## config.mk

```make
export PLATFORM = sky130hd
export DESIGN_NAME = triangle_traversal_flat
export DESIGN_NICKNAME = d
export VERILOG_FILES = /design/src/rtl/triangle_traversal_pkg.sv /design/src/rtl/triangle_traversal_if.sv /design/src/rtl/triangle_traversal_bbox_setup.sv /design/src/rtl/triangle_traversal.sv /design/src/flat_wrapper.sv
export SDC_FILE = /design/constraint.sdc
export NUM_CORES = 1
export LEC_CHECK = 0
export ABC_AREA = 1
export BUFFER_PORTS_ARGS = -buffer_cell sky130_fd_sc_hd__buf_2
export CAP_MARGIN = 20
export CELL_PAD_IN_SITES_DETAIL_PLACEMENT = 2
export CELL_PAD_IN_SITES_GLOBAL_PLACEMENT = 2
export CORE_ASPECT_RATIO = 1.25
export CORE_MARGIN = 2
export CORE_UTILIZATION = 24
export DETAILED_ROUTE_END_ITERATION = 6
export PLACE_DENSITY_LB_ADDON = 0.05
export SYNTH_ARGS = -nofsm -noshare
export SYNTH_HDL_FRONTEND = slang
export SYNTH_SLANG_ARGS = --single-unit
```

## constraint.sdc

```tcl
create_clock -name clk -period 4.34 [get_ports clk]
set_clock_uncertainty 0.15 [all_clocks]
set_input_delay 0.434 -clock clk [delete_from_list [all_inputs] [get_ports clk]]
set_output_delay 0.434 -clock clk [all_outputs]
set_load 0.02 [all_outputs]
```

## src/rtl/triangle_traversal_pkg.sv

```systemverilog
// Shared types for the traversal block: fixed-point vertices, captured triangle,
// emitted pixel, bounding box and FSM states.
package triangle_traversal_pkg;

  typedef logic [31:0] q16_16_t;
  typedef logic [11:0] color12_t;

  typedef struct packed {
    q16_16_t x;
    q16_16_t y;
  } vertex_t;

  typedef struct packed {
    vertex_t  v0;
    vertex_t  v1;
    vertex_t  v2;
    color12_t c0;
    color12_t c1;
    color12_t c2;
    q16_16_t  z0;
    q16_16_t  z1;
    q16_16_t  z2;
  } triangle_state_t;

  typedef struct packed {
    triangle_state_t prim;
    logic [15:0]     x;
    logic [15:0]     y;
  } pixel_state_t;

  typedef struct packed {
    logic [15:0] xmin;
    logic [15:0] xmax;
    logic [15:0] ymin;
    logic [15:0] ymax;
  } bbox_t;

  typedef enum logic [1:0] {
    IDLE  = 2'd0,
    SETUP = 2'd1,
    WALK  = 2'd2
  } trav_state_e;

  // Taking the top half of a two's-complement Q16.16 value is a floor, not a truncation.
  function automatic logic signed [15:0] int_part(input q16_16_t v);
    return $signed(v[31:16]);
  endfunction

endpackage

```

## src/rtl/triangle_traversal_if.sv

```systemverilog
// Triangle-in / pixel-out stream bundle; slave is the traversal block, master the driver side.
interface triangle_traversal_if;
  import triangle_traversal_pkg::*;

  triangle_state_t in_triangle;
  logic            in_valid;
  logic            in_ready;
  logic            abort;
  pixel_state_t    out_pixel;
  logic            out_valid;
  logic            out_ready;
  logic            busy;
  logic            tri_done;

  modport slave (
    input  in_triangle, in_valid, abort, out_ready,
    output in_ready, out_pixel, out_valid, busy, tri_done
  );

  modport master (
    output in_triangle, in_valid, abort, out_ready,
    input  in_ready, out_pixel, out_valid, busy, tri_done
  );

endinterface

```

## src/rtl/triangle_traversal_bbox_setup.sv

```systemverilog
// Combinational bounding box of a triangle: floor each vertex, take min/max,
// detect a box fully off-screen, otherwise clamp it to the framebuffer.
module triangle_traversal_bbox_setup
  import triangle_traversal_pkg::*;
#(
  parameter int WIDTH  = 320,
  parameter int HEIGHT = 240
) (
  input  triangle_state_t i_tri,
  output bbox_t           o_bbox,
  output logic            o_empty
);

  localparam logic signed [16:0] W_LIM = 17'(WIDTH);
  localparam logic signed [16:0] H_LIM = 17'(HEIGHT);

  function automatic logic signed [16:0] min3(input logic signed [16:0] a, b, c);
    logic signed [16:0] m;
    m = (a < b) ? a : b;
    return (c < m) ? c : m;
  endfunction

  function automatic logic signed [16:0] max3(input logic signed [16:0] a, b, c);
    logic signed [16:0] m;
    m = (a > b) ? a : b;
    return (c > m) ? c : m;
  endfunction

  vertex_t            w_vtx [3];
  logic signed [16:0] w_ix  [3];
  logic signed [16:0] w_iy  [3];
  logic signed [16:0] w_xmin, w_xmax, w_ymin, w_ymax;
  logic               w_unused;

  assign w_vtx[0] = i_tri.v0;
  assign w_vtx[1] = i_tri.v1;
  assign w_vtx[2] = i_tri.v2;

  // 17 bits so a negative coordinate still compares correctly against WIDTH/HEIGHT.
  genvar gi;
  generate
    for (gi = 0; gi < 3; gi++) begin : g_vtx
      assign w_ix[gi] = 17'(int_part(w_vtx[gi].x));
      assign w_iy[gi] = 17'(int_part(w_vtx[gi].y));
    end
  endgenerate

  assign w_xmin = min3(w_ix[0], w_ix[1], w_ix[2]);
  assign w_xmax = max3(w_ix[0], w_ix[1], w_ix[2]);
  assign w_ymin = min3(w_iy[0], w_iy[1], w_iy[2]);
  assign w_ymax = max3(w_iy[0], w_iy[1], w_iy[2]);

  always_comb begin
    o_empty = (w_xmax < 17'sd0) || (w_ymax < 17'sd0) ||
              (w_xmin >= W_LIM) || (w_ymin >= H_LIM);
    o_bbox.xmin = (w_xmin < 17'sd0) ? 16'd0 : w_xmin[15:0];
    o_bbox.ymin = (w_ymin < 17'sd0) ? 16'd0 : w_ymin[15:0];
    o_bbox.xmax = (w_xmax >= W_LIM) ? 16'(WIDTH - 1)  : w_xmax[15:0];
    o_bbox.ymax = (w_ymax >= H_LIM) ? 16'(HEIGHT - 1) : w_ymax[15:0];
  end

  // Fractions, colours and depths play no part in the box.
  assign w_unused = ^{i_tri.v0.x[15:0], i_tri.v0.y[15:0], i_tri.v1.x[15:0], i_tri.v1.y[15:0],
                      i_tri.v2.x[15:0], i_tri.v2.y[15:0], i_tri.c0, i_tri.c1, i_tri.c2,
                      i_tri.z0, i_tri.z1, i_tri.z2};

endmodule

```

## src/rtl/triangle_traversal.sv

```systemverilog
// Accepts one triangle, computes its clamped bounding box and walks it in raster
// order (x fastest), emitting one candidate pixel per accepted beat.
module triangle_traversal
  import triangle_traversal_pkg::*;
#(
  parameter int WIDTH  = 320,
  parameter int HEIGHT = 240
) (
  input  logic                clk,
  input  logic                rst,
  triangle_traversal_if.slave bus
);

  trav_state_e     r_state, w_state_next;
  triangle_state_t r_tri;
  logic [15:0]     r_x, r_y, r_xmin, r_xmax, r_ymax;
  logic            r_tri_done;
  bbox_t           w_bbox;
  logic            w_empty;
  logic            w_accept, w_beat, w_x_end, w_last;

  triangle_traversal_bbox_setup #(
    .WIDTH  (WIDTH),
    .HEIGHT (HEIGHT)
  ) u_bbox (
    .i_tri   (r_tri),
    .o_bbox  (w_bbox),
    .o_empty (w_empty)
  );

  assign w_accept = (r_state == IDLE) && bus.in_valid && !bus.abort;
  assign w_beat   = (r_state == WALK) && bus.out_ready;
  assign w_x_end  = (r_x >= r_xmax);
  assign w_last   = w_x_end && (r_y >= r_ymax);

  always_ff @(posedge clk) begin
    if (rst) r_state <= IDLE;
    else     r_state <= w_state_next;
  end

  always_comb begin
    w_state_next = r_state;
    case (r_state)
      IDLE:    if (bus.in_valid) w_state_next = SETUP;
      SETUP:   w_state_next = w_empty ? IDLE : WALK;
      WALK:    if (w_beat && w_last) w_state_next = IDLE;
      default: w_state_next = IDLE;
    endcase
    // Flush wins over everything, including a same-cycle handshake.
    if (bus.abort) w_state_next = IDLE;
  end

  always_comb begin
    bus.in_ready       = (r_state == IDLE);
    bus.out_valid      = (r_state == WALK);
    bus.busy           = (r_state == SETUP) || (r_state == WALK);
    bus.tri_done       = r_tri_done;
    bus.out_pixel.prim = r_tri;
    bus.out_pixel.x    = r_x;
    bus.out_pixel.y    = r_y;
  end

  always_ff @(posedge clk) begin
    if (rst) begin
      r_tri      <= '0;
      r_x        <= '0;
      r_y        <= '0;
      r_xmin     <= '0;
      r_xmax     <= '0;
      r_ymax     <= '0;
      r_tri_done <= 1'b0;
    end else begin
      r_tri_done <= 1'b0;
      if (!bus.abort) begin
        if (w_accept) r_tri <= bus.in_triangle;
        if (r_state == SETUP) begin
          if (w_empty) begin
            r_tri_done <= 1'b1;
          end else begin
            r_x    <= w_bbox.xmin;
            r_y    <= w_bbox.ymin;
            r_xmin <= w_bbox.xmin;
            r_xmax <= w_bbox.xmax;
            r_ymax <= w_bbox.ymax;
          end
        end
        if (w_beat) begin
          if (!w_x_end) begin
            r_x <= r_x + 16'd1;
          end else if (!w_last) begin
            r_x <= r_xmin;
            r_y <= r_y + 16'd1;
          end else begin
            r_tri_done <= 1'b1;
          end
        end
      end
    end
  end

endmodule
```

## src/flat_wrapper.sv

```systemverilog
// flat-port wrapper written by rule: the top's interface ports become plain ports
module triangle_traversal_flat import triangle_traversal_pkg::*;
#(
  parameter int WIDTH  = 320,
  parameter int HEIGHT = 240
)
  (clk, rst, bus_in_triangle, bus_in_valid, bus_abort, bus_out_ready, bus_in_ready, bus_out_pixel, bus_out_valid, bus_busy, bus_tri_done);
  triangle_traversal_if bus_i ();
  input  logic clk;
  input  logic rst;
  input wire logic [$bits(bus_i.in_triangle)-1:0] bus_in_triangle;
  input wire logic [$bits(bus_i.in_valid)-1:0] bus_in_valid;
  input wire logic [$bits(bus_i.abort)-1:0] bus_abort;
  input wire logic [$bits(bus_i.out_ready)-1:0] bus_out_ready;
  output wire logic [$bits(bus_i.in_ready)-1:0] bus_in_ready;
  output wire logic [$bits(bus_i.out_pixel)-1:0] bus_out_pixel;
  output wire logic [$bits(bus_i.out_valid)-1:0] bus_out_valid;
  output wire logic [$bits(bus_i.busy)-1:0] bus_busy;
  output wire logic [$bits(bus_i.tri_done)-1:0] bus_tri_done;
  assign bus_i.in_triangle = bus_in_triangle;
  assign bus_i.in_valid = bus_in_valid;
  assign bus_i.abort = bus_abort;
  assign bus_i.out_ready = bus_out_ready;
  assign bus_in_ready = bus_i.in_ready;
  assign bus_out_pixel = bus_i.out_pixel;
  assign bus_out_valid = bus_i.out_valid;
  assign bus_busy = bus_i.busy;
  assign bus_tri_done = bus_i.tri_done;
  triangle_traversal #(.WIDTH(WIDTH), .HEIGHT(HEIGHT)) u_core (.clk(clk), .rst(rst), .bus(bus_i));
endmodule
```

After elaboration in Yosys (flattened, before gate mapping). Cells that the tools add are included.

Magnitude comparators: 18. Reduce and logical (&&, ||, !) cells: 15. Add/subtract/negate cells: 2. Multipliers: 0. Multiplexer cells: 31. Equality and inequality tests: 4. Shift-type cells: 0. Divide/modulo/power cells: 0. Bitwise gates (word level): 2.

Operators by type and width (number): $mux 16 (14); $mux 17 (8); $lt 17x1->1 const B (4); $ge 17x10->1 const B (2); $ge 17x9->1 const B (2); $gt 16x17->1 (2); $lt 16x17->1 (2); $add 16x1->16 const B (2); $ge 16x16->1 (2); $gt 16x16->1 (2); $lt 16x16->1 (2); $mux 2 (3); $pmux 2 s3 (1); $logic_and 1x1->1 (5); $mux 1 (5); $logic_or 1x1->1 (4); $reduce_and 2->1 (2); $reduce_and 3->1 (1); $eq 2x1->1 const B (1); $eq 2x2->1 const B (1); $logic_not 2->1 (1); $ne 2x1->1 const B (1); $ne 2x2->1 const B (1); $not 1->1 (2); 2 further kinds (2).

Bits in registers: 407. Bits of input ports: 329. Memory bits (writable): 0. Latch bits: 0. Memories: 0. ROM bits: 0. Output and inout port bits: 360.

Depth between registers and ports, before layout. Gate-level depths: netlist (run 1).

Depth after elaboration: 13. Gate-level depth with buffers: 44.

By module. From an unflattened synthesis (run 1), not the netlist that was laid out.

Cells, all modules: 3039. Area, all modules: 20778.7 µm².

By module, submodules not included: triangle_traversal (cells each 2229, area each 16348.2 µm², times used 1, sequential area each 8147.8 µm²); triangle_traversal_bbox_setup (cells each 810, area each 4430.5 µm², times used 1, sequential area each 0.0 µm²).

Worst setup path before layout (run 1). No wires, ideal clock.

Path type: reg2reg. Start: register u_core.r_tri, in the netlist u_core.bus.out_pixel[291]. End: register u_core.r_xmax[8]. Arrival: 4654 ps. Cell stages (with the launch flop): 39. Required time: 4072 ps. Path slack: -582 ps. Path buffers: 4. Setup time: 118 ps. Period minus slack after synthesis: 4922 ps. Cell sequence: dfxtp_1 > inv_1 > ha_1 > nand2_2 > nor3_2 > nand2_1 > nand2_1 > nand2_1 > nand2_2 > inv_2 > buf_6 > nand2_2 > clkbuf_1 > clkbuf_1 > nand2_1 > o21ai_0 > ha_1 > nand2_1 > [3 not listed] > o21ai_0 > nand2_1 > nand2_1 > nand2_1 > nand2_1 > nand2_1 > xor2_1 > nand2_1 > clkbuf_1 > nand2_1 > o21ai_1 > nand3_1 > nor3_1 > nand3_1 > nand2_1 > inv_1 > nor3_1 > nor2_1.

Longest elaborated chain between the ends: 10.

RTL lines: start: declaration (RTL line triangle_traversal.sv:15) `triangle_state_t r_tri;`; start signal: assignment (RTL line triangle_traversal.sv:75) `if (w_accept) r_tri <= bus.in_triangle;`; $gt 16x16->1 (RTL line triangle_traversal_bbox_setup.sv:25) `m = (a > b) ? a : b;`; $mux 17 (RTL line triangle_traversal_bbox_setup.sv:25); $gt 16x17->1 (RTL line triangle_traversal_bbox_setup.sv:26) `return (c > m) ? c : m;`; $mux 17 (RTL line triangle_traversal_bbox_setup.sv:26); $lt 17x1->1 (RTL line triangle_traversal_bbox_setup.sv:54) `o_empty = (w_xmax < 17'sd0) || (w_ymax < 17'sd0) ||`; $logic_or 1x1->1 (2 in series) (RTL line triangle_traversal_bbox_setup.sv:54); $logic_or 1x1->1 (RTL line triangle_traversal_bbox_setup.sv:55) `(w_xmin >= W_LIM) || (w_ymin >= H_LIM);`; $not 1->1 (no source line); $reduce_and 3->1 (no source line); end signal: assignment (RTL line triangle_traversal.sv:83) `r_xmax <= w_bbox.xmax;`; end: declaration (RTL line triangle_traversal.sv:16) `logic [15:0] r_x, r_y, r_xmin, r_xmax, r_ymax;`.

Several ways; a longest one is shown, not always the timed one. A chain may end at the register's enable or synchronous reset.

Worst setup path after layout (run 1).
Start: register u_core.r_tri, in the netlist u_core.bus.out_pixel[286]. End: register u_core.r_x[10].

Longest elaborated chain between the ends: 13.

RTL lines: $gt 16x16->1 (RTL line triangle_traversal_bbox_setup.sv:25); $mux 17 (RTL line triangle_traversal_bbox_setup.sv:25); $gt 16x17->1 (RTL line triangle_traversal_bbox_setup.sv:26); $mux 17 (RTL line triangle_traversal_bbox_setup.sv:26); $lt 17x1->1 (RTL line triangle_traversal_bbox_setup.sv:54); $logic_or 1x1->1 (2 in series) (RTL line triangle_traversal_bbox_setup.sv:54); $logic_or 1x1->1 (RTL line triangle_traversal_bbox_setup.sv:55); $mux 16 (*) (RTL line triangle_traversal.sv:77) `if (w_empty) begin`; $mux 16 (*) (RTL line triangle_traversal.sv:76) `if (r_state == SETUP) begin`; $mux 16 (RTL line triangle_traversal.sv:90) `end else if (!w_last) begin`; $mux 16 (RTL line triangle_traversal.sv:88) `if (!w_x_end) begin`; $mux 16 (*) (RTL line triangle_traversal.sv:87) `if (w_beat) begin`; end signal: assignment (RTL line triangle_traversal.sv:80) `r_x <= w_bbox.xmin;`; end signal: assignment (RTL line triangle_traversal.sv:89) `r_x <= r_x + 16'd1;`; end signal: assignment (RTL line triangle_traversal.sv:91) `r_x <= r_xmin;`; end: declaration (RTL line triangle_traversal.sv:16).

Mark *: on every way between the ends. The rest lies on a longest branch, timed or not.

==> results of run 1 <==
## worst paths after layout
kind                             start                   endpoint  slack [ps]  depth (start not counted)
max          u_core.bus.out_pixel[286]             u_core.r_x[10]        -720                         37
min               bus_in_triangle[184]  u_core.bus.out_pixel[216]          40                          3
max reg2reg  u_core.bus.out_pixel[286]             u_core.r_x[10]        -720                         37
min reg2reg          u_core.r_xmin[13]          u_core.r_xmin[13]         290                          2
## metal layers
layer | track usage [%] | vias up | wire length, microns
met1 | 27.8 | 12400 | 44600
met3 | 6.04 | 236 | 6460
met5 | 0 | - | 27
met4 | 11.9 | 4 | 5860
li1 | - | 11800 | -
met2 | 50.8 | 628 | 63100
## sequential cells by signal, summed over array words and instances, names as in the netlist
name                  flops
u_core.r_xmin            15
u_core.r_x               16
u_core.r_ymax            16
u_core.r_state            2
u_core.r_y               16
u_core.bus.tri_done       1
u_core.bus.out_pixel    324
u_core.r_xmax            16
## area by class of cell
class / instances / area (sq um)
inverter: 204 / 811
antenna: 14 / 35.0
multi-input combinational: 2079 / 11800
clock inverter: 11 / 115
sequential: 406 / 8200
fill: 9579 / 49500
timing repair buffer: 1337 / 9460
tap: 1080 / 1350
clock buffer: 79 / 1530
## synthesized netlist by cell type
master | number | area share [%]
sky130_fd_sc_hd__a2111oi_0 | 1 | 0.044
sky130_fd_sc_hd__a211oi_1 | 10 | 0.37
sky130_fd_sc_hd__a21o_1 | 3 | 0.11
sky130_fd_sc_hd__a21oi_1 | 156 | 3.9
sky130_fd_sc_hd__a21oi_2 | 9 | 0.39
sky130_fd_sc_hd__a221oi_1 | 1 | 0.044
sky130_fd_sc_hd__a31oi_1 | 14 | 0.44
sky130_fd_sc_hd__buf_2 | 14 | 0.35
sky130_fd_sc_hd__buf_4 | 4 | 0.15
sky130_fd_sc_hd__buf_6 | 6 | 0.34
sky130_fd_sc_hd__clkbuf_1 | 138 | 2.6
sky130_fd_sc_hd__clkinv_1 | 1 | 0.019
sky130_fd_sc_hd__dfxtp_1 | 406 | 40
sky130_fd_sc_hd__ha_1 | 131 | 8.2
sky130_fd_sc_hd__inv_1 | 200 | 3.7
sky130_fd_sc_hd__inv_2 | 3 | 0.056
sky130_fd_sc_hd__nand2_1 | 383 | 7.2
sky130_fd_sc_hd__nand2_2 | 21 | 0.65
sky130_fd_sc_hd__nand2_4 | 5 | 0.28
sky130_fd_sc_hd__nand3_1 | 88 | 2.2
sky130_fd_sc_hd__nand3_2 | 10 | 0.50
sky130_fd_sc_hd__nand3_4 | 2 | 0.17
sky130_fd_sc_hd__nand3b_1 | 2 | 0.075
sky130_fd_sc_hd__nand4_1 | 27 | 0.84
sky130_fd_sc_hd__nand4_2 | 1 | 0.062
sky130_fd_sc_hd__nor2_1 | 641 | 12
sky130_fd_sc_hd__nor2_2 | 1 | 0.031
sky130_fd_sc_hd__nor3_1 | 40 | 1.0
sky130_fd_sc_hd__nor3_2 | 2 | 0.10
sky130_fd_sc_hd__nor4_1 | 3 | 0.093
sky130_fd_sc_hd__o211ai_1 | 6 | 0.22
sky130_fd_sc_hd__o21a_1 | 4 | 0.15
sky130_fd_sc_hd__o21ai_0 | 467 | 12
sky130_fd_sc_hd__o21ai_1 | 18 | 0.45
sky130_fd_sc_hd__o21ai_4 | 1 | 0.081
sky130_fd_sc_hd__o21bai_1 | 1 | 0.037
sky130_fd_sc_hd__o31ai_1 | 2 | 0.075
sky130_fd_sc_hd__or2_0 | 1 | 0.031
sky130_fd_sc_hd__or2_1 | 1 | 0.031
sky130_fd_sc_hd__or2_2 | 6 | 0.19
sky130_fd_sc_hd__xnor2_1 | 4 | 0.17
sky130_fd_sc_hd__xor2_1 | 16 | 0.70
## report_power, final
part	switching (mW)	internal, mW	leakage, nW
sequential	0.236	3.99	3.35
clock	1.81	2.48	0.810
combinational	4.38	3.13	11.9
## worst max-delay path, delay by kind of cell (launching register included)
family,cells,cell delay [ps]
flip-flops,1,360
AND/OR/NAND/NOR,20,2310
adder cells (fa/ha/maj),2,470
AO/OA/AOI/OAI,4,460
buffers and inverters,11,1210
## cell families (layout without fill, tap and decap cells)
kind of cell,Yosys count,count (layout),synth area share (%)
buf+inv,366,1631,7.22
xor+xnor,20,20,0.872
fa+ha+maj,131,131,8.16
simple gates,1234,1235,25.4
compound gates,693,693,17.9
flops,406,406,40.4
other cells,0,14,0
## per-stage QoR
| step | utilization, % | TNS [ps] | power (mW) |
|---|---|---|---|
| 3_3_place_gp | 32.2 | -52610 | 10.3 |
| 6_report | 40.3 | -50820 | 16.0 |
| 4_1_cts | 38.8 | -56270 | 15.4 |
| 5_1_grt | 40.3 | -74700 | 17.0 |
| 2_1_floorplan | - | -6.12 | 7.35 |
| 3_5_place_dp | 32.2 | -66920 | 10.5 |
## what timing repair did
action,4_1_cts,5_1_grt
hold endpoints to repair,314,0
gates cloned,5,5
endpoints found under the setup margin,81,81
hold buffers,314,0
buffers inserted,21,15
pin swaps,35,85
resized for setup,113,221
==> summary.txt, run 1 <==
STA
  – Finish-stage setup viols: 81
  – Number of endpoints with negative hold slack in the final report: 0
  – Slew of the pin with the lowest slew margin: 1070 ps
  – Post-route fraction of the period consumed by the critical path: 117%
  – Crit path time final: 5060 ps
  – Worst-case hold slack: 44.2 ps
  – Setup repair after global routing missed its margin: yes
  – Post-layout worst setup margin: -721 ps
  – F_max: 0.198 GHz
  – Final Max Tran Viols: 0
  – Headroom to the max-slew limit: 28.3%

Floorplanning
  – Ports placed on the boundary: 689
  – Number of rows in the core area: 118
  – Initial core utilization: 24.3%
  – Die W: 263 microns
  – Die Y: 328 microns
  – Standard cell core area: 82,800 sq um
  – Full die area: 86,100 sq um

Finish
  – Final design instance area without fill: 33,300 sq um
  – Share of post-route cells with drive strength above 1: 34.5%
  – Most frequent cells in the layout: 690 x sky130_fd_sc_hd__buf_2, 625 x sky130_fd_sc_hd__nor2_1, 418 x sky130_fd_sc_hd__o21ai_0
  – Most common cell after layout, fill and taps aside: sky130_fd_sc_hd__buf_2
  – Final layout net count: 4,538
  – Area Overhead vs Synth: 65.9%
  – Post-layout instance count excluding filler cells: 5,210

Power
  – Pwr dens: 481 nW/um^2
  – Leakage component of the power: 16.1 nW
  – Peak VDD IR: 0.258 mV

Placement
  – Number of buffer cells added on primary ports: 688
  – Post-placement setup slack: -937 ps
  – Placed cell area: 26,700 sq um
  – HPWL after DPL: 86.7 mm
  – GPL Wtd Cong: 0.903
  – Placed instance count: 4,746

Synth
  – Count of state elements after synthesis: 406
  – Net count after synthesis: 3,310
  – Warnings, synthesis: 0
  – Synth unique cells: 42
  – Mean Syn Cell Area: 7.05 sq um
  – Sequential fraction of the synthesis area: 40.4%
  – Post-synthesis instance area: 20,100 sq um
  – Number of instances in the synthesized netlist: 2,850

Clocking
  – Clk root buf: sky130_fd_sc_hd__clkbuf_16
  – Max Root-Sink Buffers: 3
  – Number of sinks on the clock net: 406
  – CTS tree: built
  – Total number of H-tree levels: 2
  – Number of buffers created by CTS: 50
  – Clock insertion delay at the later pin of the skew report: 610 ps
  – Clock-pin transition on the worst setup and hold timing paths: 60 ps

Critical path
  – Delay of the slowest critical-path stage: 360 ps
  – Arrival time at the worst endpoint: 5420 ps
  – Start-to-end type of the worst setup path: register to register
  – Worst EP required: 4700 ps
  – Most common cell on crit path: sky130_fd_sc_hd__nand2_4
  – Cell with the biggest individual delay on the critical path: sky130_fd_sc_hd__dfxtp_4
  – CP Launch Type: register
  – Maximum fanout along the worst path: 8
  – Kind of capture point of the worst setup path: register

Detailed routing
  – DRT antenna net count: 0
  – Average wire per standard cell: 23.1 microns
  – Post-DR vias/cell: 4.82
  – First DRT Iteration DRCs: 866
  – Residual DRC: 0
  – Final routed wirelength across all metal layers: 120 mm
  – Routed via count: 25.1k
  – Detailed-routing iteration count for the pre-antenna-repair pass: 5

Job
  – Max Cap Viol: 0

GRT
  – Pin count of the biggest net entering global routing: 181
  – Overall Global Routing Usage: 26.7%
  – Remaining Overflow, GRT: 0
  – Number of global-route vias before repair: 28.4k
  – Number of antenna violations at the first check in global routing: 15
  – Wire length of the first global-routing pass: 176 mm

Outcome
  – Status: complete, but fails checks
  – Violations in the final reports: setup timing

Min path
  – Worst min path class: input pin to register
No activity file was read; power rests on OpenSTA's default activity.
==> inputs of run 2 (changes only) <==
clock period = 4.6 ns   (was 4.34 ns; I/O delays follow)
==> run 2 against run 1 <==
The run still ends with setup timing left. Power down 7.1%. Wire length down 1.4%. Highest routed layer unchanged. Sequential cell count unchanged. Combinational power down 14%. Clock-buffer cell count down 6. Critical path type unchanged. Largest cell class unchanged. Sequential power down 5.9%.
==> summary.txt, run 2 (same netlist as run 1, synthesis figures left out) <==
Outcome
  – Status: complete, but fails checks
  – Violations in the final reports: setup timing

Power
  – Net switching power: 5.75 mW
  – Clock Power Share: 30.1%
  – Internal Pwr Total: 9.15 mW
  – Sequential share of power: 26.7%
  – Pwr dens: 455 nW/um^2
  – Leakage component of the power: 15.9 nW
  – Switching power share of the total: 38.6%
  – Total chip power: 14.9 mW
  – Peak VDD IR: 0.274 mV
  – Gate power share: 43.2%

STA
  – Final Max Tran Viols: 0
  – Finish-stage setup viols: 81
  – Setup repair after global routing missed its margin: yes
  – Slew of the pin with the lowest slew margin: 1230 ps
  – Crit path time final: 5080 ps
  – Post-route fraction of the period consumed by the critical path: 110%
  – F_max: 0.197 GHz
  – Headroom to the max-slew limit: 17.9%
  – Number of endpoints with negative hold slack in the final report: 0
  – Post-layout worst setup margin: -480 ps

Critical path
  – Kind of capture point of the worst setup path: register
  – Start-to-end type of the worst setup path: register to register
  – Worst EP required: 4940 ps
  – Arrival time at the worst endpoint: 5420 ps
  – Setup slack, reg-to-reg: -480 ps
  – Cell with the biggest individual delay on the critical path: sky130_fd_sc_hd__nor4_2
  – Maximum fanout along the worst path: 6
  – CP Launch Type: register
  – Delay of the slowest critical-path stage: 360 ps

Finish
  – Area Overhead vs Synth: 63.0%
  – Most common cell after layout, fill and taps aside: sky130_fd_sc_hd__buf_2
  – Most frequent cells in the layout: 688 x sky130_fd_sc_hd__buf_2, 635 x sky130_fd_sc_hd__nor2_1, 443 x sky130_fd_sc_hd__o21ai_0
  – Post-layout instance count excluding filler cells: 5,197
  – Number of flip-flops in the largest register: 324
  – Final layout net count: 4,520
  – Share of post-route cells with drive strength above 1: 32.1%

GRT
  – Overall Global Routing Usage: 26.5%
  – Pin count of the biggest net entering global routing: 179
  – Number of global-route vias before repair: 28.5k
  – Remaining Overflow, GRT: 0
  – Number of antenna violations at the first check in global routing: 20
  – Wire length of the first global-routing pass: 176 mm

Clocking
  – Clk root buf: sky130_fd_sc_hd__clkbuf_16
  – Clock-pin transition on the worst setup and hold timing paths: 60 ps
  – CTS tree: built
  – Max Root-Sink Buffers: 3
  – Clock insertion delay at the later pin of the skew report: 630 ps
  – Total number of H-tree levels: 2
  – Number of buffers created by CTS: 51
  – Number of sinks on the clock net: 406

Detailed routing
  – Routed via count: 25.0k
  – DRT antenna net count: 0
  – Met3 wire len: 5.54 mm
  – Routed length on met2: 62.7 mm
  – First DRT Iteration DRCs: 983
  – Final routed wirelength across all metal layers: 118 mm
  – Residual DRC: 0
  – Post-DR vias/cell: 4.81
  – Routed length on met1: 43.8 mm
  – Detailed-routing iteration count for the pre-antenna-repair pass: 4
  – Highest signal layer in the routed design: met5
  – Average wire per standard cell: 22.8 microns

Floorplanning
  – Die Y: 328 microns
  – Ports placed on the boundary: 689
  – Full die area: 86,100 sq um
  – Initial core utilization: 24.3%
  – Number of rows in the core area: 118
  – Die W: 263 microns
  – Standard cell core area: 82,800 sq um

Min path
  – Worst min path class: input pin to register

Placement
  – Number of buffer cells added on primary ports: 688
  – GPL Wtd Cong: 0.854
  – Post-placement setup slack: -833 ps
  – Placed instance count: 4,733
  – HPWL after DPL: 85.2 mm

Job
  – Max Cap Viol: 0
==> run 2: routing by layer <==
metal  GRT usage (%)  vias to the layer above
met1            27.0                    12400
li1                -                    11800
met3            5.48                      238
met5               0                        -
met2            51.0                      623
met4            13.6                        2
==> run 2: repair_timing <==
item,CTS,global route
cloned,4,1
buffers inserted,23,13
pin swaps,35,36
hold buffers,314,0
hold endpoints to repair,314,0
resized for setup,150,77
endpoints found under the setup margin,81,81
==> run 2: power by group through the flow <==
| stage | logic, mW | clock network [mW] | registers, mW |
|---|---|---|---|
| finish | 6.43 | 4.48 | 3.98 |
| global route | 7.07 | 4.73 | 4.01 |
| CTS | 6.33 | 4.59 | 3.97 |
| detailed placement | 5.69 | 0 | 4.04 |
| global placement | 5.47 | 0 | 4.02 |
| floorplan | 2.59 | 0 | 4.28 |
==> run 2: path summary, 6_finish.rpt <==
| kind | startpoint | to | depth (start not counted) |
|---|---|---|---|
| setup / recovery | u_core.bus.out_pixel[286] | u_core.r_xmax[14] | 33 |
| hold / removal | bus_in_triangle[187] | u_core.bus.out_pixel[219] | 3 |
| hold reg to reg | u_core.r_xmin[9] | u_core.r_xmin[9] | 2 |
| setup reg to reg | u_core.bus.out_pixel[286] | u_core.r_xmax[14] | 33 |
==> run 2: critical path: cells and delay by family, from the launching register on <==
| kind | cells | cell delay (ps) |
|---|---|---|
| flops | 1 | 340 |
| buf+inv | 10 | 1110 |
| compound gates | 2 | 360 |
| fa+ha+maj | 2 | 530 |
| simple gates | 19 | 2440 |
==> run 2: through the flow <==
stage               util, %  hold WS (ps)  setup TNS (ps)  instance area [sq um]
global route           39.5          34.7          -59840                  32700
CTS                    39.0          1.08          -23720                  32300
floorplan                 -           265               0                  20100
global placement       31.9           281          -36780                  26400
finish                 39.5          53.3          -31310                  32700
detailed placement     31.9           284          -59310                  26400
==> run 2: layout make-up <==
type                       count  area, sq um
antenna                       17         42.5
clock buffer                  73         1520
clock inverter                20          323
fill                        9504        50100
inverter                     204          786
multi-input combinational   2078        11300
sequential                   406         8150
tap                         1080         1350
timing repair buffer        1319         9260
==> inputs of run 3 (changes only) <==
RECOVER_POWER = 100   (was unset)
==> run 3 against run 2 <==
The flow still finishes with violations (setup timing). Global-route usage is the same. Clock power about the same. Wire length is essentially flat. Via count rose by 0.19%. Register-to-register slack about the same. Cell count about the same. Sequential cell count is the same. Sequential share of layout area rose by 0.26 points. Largest power group unchanged.
==> summary.txt, run 3 (same netlist as run 1, synthesis figures left out) <==
Clocking
  – Total number of H-tree levels: 2
  – Number of sinks on the clock net: 406
  – Max Root-Sink Buffers: 3
  – Clock-pin transition on the worst setup and hold timing paths: 60 ps
  – Number of buffers created by CTS: 51
  – Clock insertion delay at the later pin of the skew report: 630 ps
  – CTS tree: built
  – Clk root buf: sky130_fd_sc_hd__clkbuf_16

STA
  – Number of endpoints with negative hold slack in the final report: 0
  – Setup repair after global routing missed its margin: yes
  – Crit path time final: 5080 ps
  – Post-layout worst setup margin: -483 ps
  – Headroom to the max-slew limit: 18.5%
  – Slew of the pin with the lowest slew margin: 1220 ps
  – Final Max Tran Viols: 0
  – Post-route fraction of the period consumed by the critical path: 110%
  – F_max: 0.197 GHz
  – Setup_tns: -31,490 ps
  – Finish-stage setup viols: 81

Floorplanning
  – Ports placed on the boundary: 689
  – Die W: 263 microns
  – Initial core utilization: 24.3%
  – Full die area: 86,100 sq um
  – Standard cell core area: 82,800 sq um
  – Die Y: 328 microns
  – Number of rows in the core area: 118

Detailed routing
  – Residual DRC: 0
  – Routed via count: 25.1k
  – Average wire per standard cell: 22.8 microns
  – Detailed-routing iteration count for the pre-antenna-repair pass: 5
  – First DRT Iteration DRCs: 889
  – DRT antenna net count: 0
  – Final routed wirelength across all metal layers: 119 mm
  – Post-DR vias/cell: 4.82

Critical path
  – Kind of capture point of the worst setup path: register
  – Maximum fanout along the worst path: 6
  – Delay of the slowest critical-path stage: 360 ps
  – Kind of cell with the highest combined delay on the critical path: simple AND/OR/NAND/NOR gates
  – Arrival time at the worst endpoint: 5420 ps
  – CP Buf/Inv Count: 10
  – Worst EP required: 4940 ps
  – CP Launch Type: register
  – Cell with the biggest individual delay on the critical path: sky130_fd_sc_hd__nor4_2
  – Start-to-end type of the worst setup path: register to register

Outcome
  – Violations in the final reports: setup timing
  – Status: complete, but fails checks

Power
  – Switching power share of the total: 38.8%
  – Clock Power Share: 30.2%
  – Leakage component of the power: 14.8 nW
  – Net switching power: 5.76 mW
  – Sequential share of power: 26.8%
  – Pwr dens: 459 nW/um^2
  – Total chip power: 14.9 mW
  – Internal Pwr Total: 9.10 mW
  – Gate power share: 43.0%
  – Peak VDD IR: 0.272 mV

GRT
  – Number of antenna violations at the first check in global routing: 20
  – Wire length of the first global-routing pass: 176 mm
  – Number of global-route vias before repair: 28.5k
  – Pin count of the biggest net entering global routing: 179
  – Overall Global Routing Usage: 26.5%
  – Remaining Overflow, GRT: 0

Finish
  – Area Overhead vs Synth: 61.2%
  – Most frequent cells in the layout: 635 x sky130_fd_sc_hd__nor2_1, 443 x sky130_fd_sc_hd__o21ai_0, 411 x sky130_fd_sc_hd__buf_2
  – Share of post-route cells with drive strength above 1: 25.3%
  – Most common cell after layout, fill and taps aside: sky130_fd_sc_hd__nor2_1
  – Number of flip-flops in the largest register: 324
  – Final layout net count: 4,520

Job
  – Max Cap Viol: 0

Min path
  – Worst min path class: input pin to register

Placement
  – Number of buffer cells added on primary ports: 688
  – HPWL after DPL: 85.2 mm
  – GPL Wtd Cong: 0.854
## run 3: routing by layer
metal	vias up	GRT usage (%)	routed length, microns
met5	-	0	13
met3	252	5.48	5520
li1	11800	-	-
met1	12400	27.0	43400
met2	617	51.0	62900
met4	2	13.6	6670
## run 3: area by class of cell
| type | instances | area (sq um) |
|---|---|---|
| clock buffer | 73 | 1520 |
| sequential | 406 | 8150 |
| multi-input combinational | 2078 | 11300 |
| tap | 1080 | 1350 |
| fill | 9645 | 50400 |
| clock inverter | 20 | 323 |
| timing repair buffer | 1319 | 8910 |
| antenna | 18 | 45.0 |
| inverter | 204 | 786 |
## run 3: per-stage QoR
step	instances	setup WS [ps]	util (%)	instance area (sq um)	hold WS, ps
detailed placement	4733	-833	31.9	26400	284
global route	5198	-826	39.1	32400	34.7
floorplan	2850	6.02	-	20100	265
global placement	4733	-559	31.9	26400	281
finish	5198	-483	39.1	32400	62.1
CTS	5167	-363	39.0	32300	1.08
## run 3: path summary, 6_finish.rpt
check,startpoint,to,slack [ps],cells past startpoint
hold / removal,bus_in_triangle[218],u_core.bus.out_pixel[250],60,3
setup reg to reg,u_core.bus.out_pixel[286],u_core.r_xmax[14],-480,33
setup / recovery,u_core.bus.out_pixel[286],u_core.r_xmax[14],-480,33
hold reg to reg,u_core.r_xmin[11],u_core.r_xmin[11],300,2
## run 3: power groups by stage
stage	clock network [mW]	logic [mW]	registers (mW)
CTS	4.59	6.33	3.97
detailed placement	0	5.69	4.04
global placement	0	5.47	4.02
global route	4.73	7.02	4.02
finish	4.49	6.38	3.99
floorplan	0	2.59	4.28
## run 3: timing repair
item / in CTS / in global routing
hold endpoints to repair: 314 / 0
gates cloned: 4 / 1
setup endpoints to repair: 81 / 81
buffers inserted: 23 / 13
hold buffers: 314 / 0
pin swaps: 35 / 36
resized for setup: 150 / 77
## run 3: worst reg2reg max path: cells and delay by family (launching register included)
family	cells	cell delay, ps
buffers and inverters	10	1120
DFF	1	340
adders and majority gates	2	530
and+or+nand+nor	19	2460
AOI/OAI and AO/OA	2	360
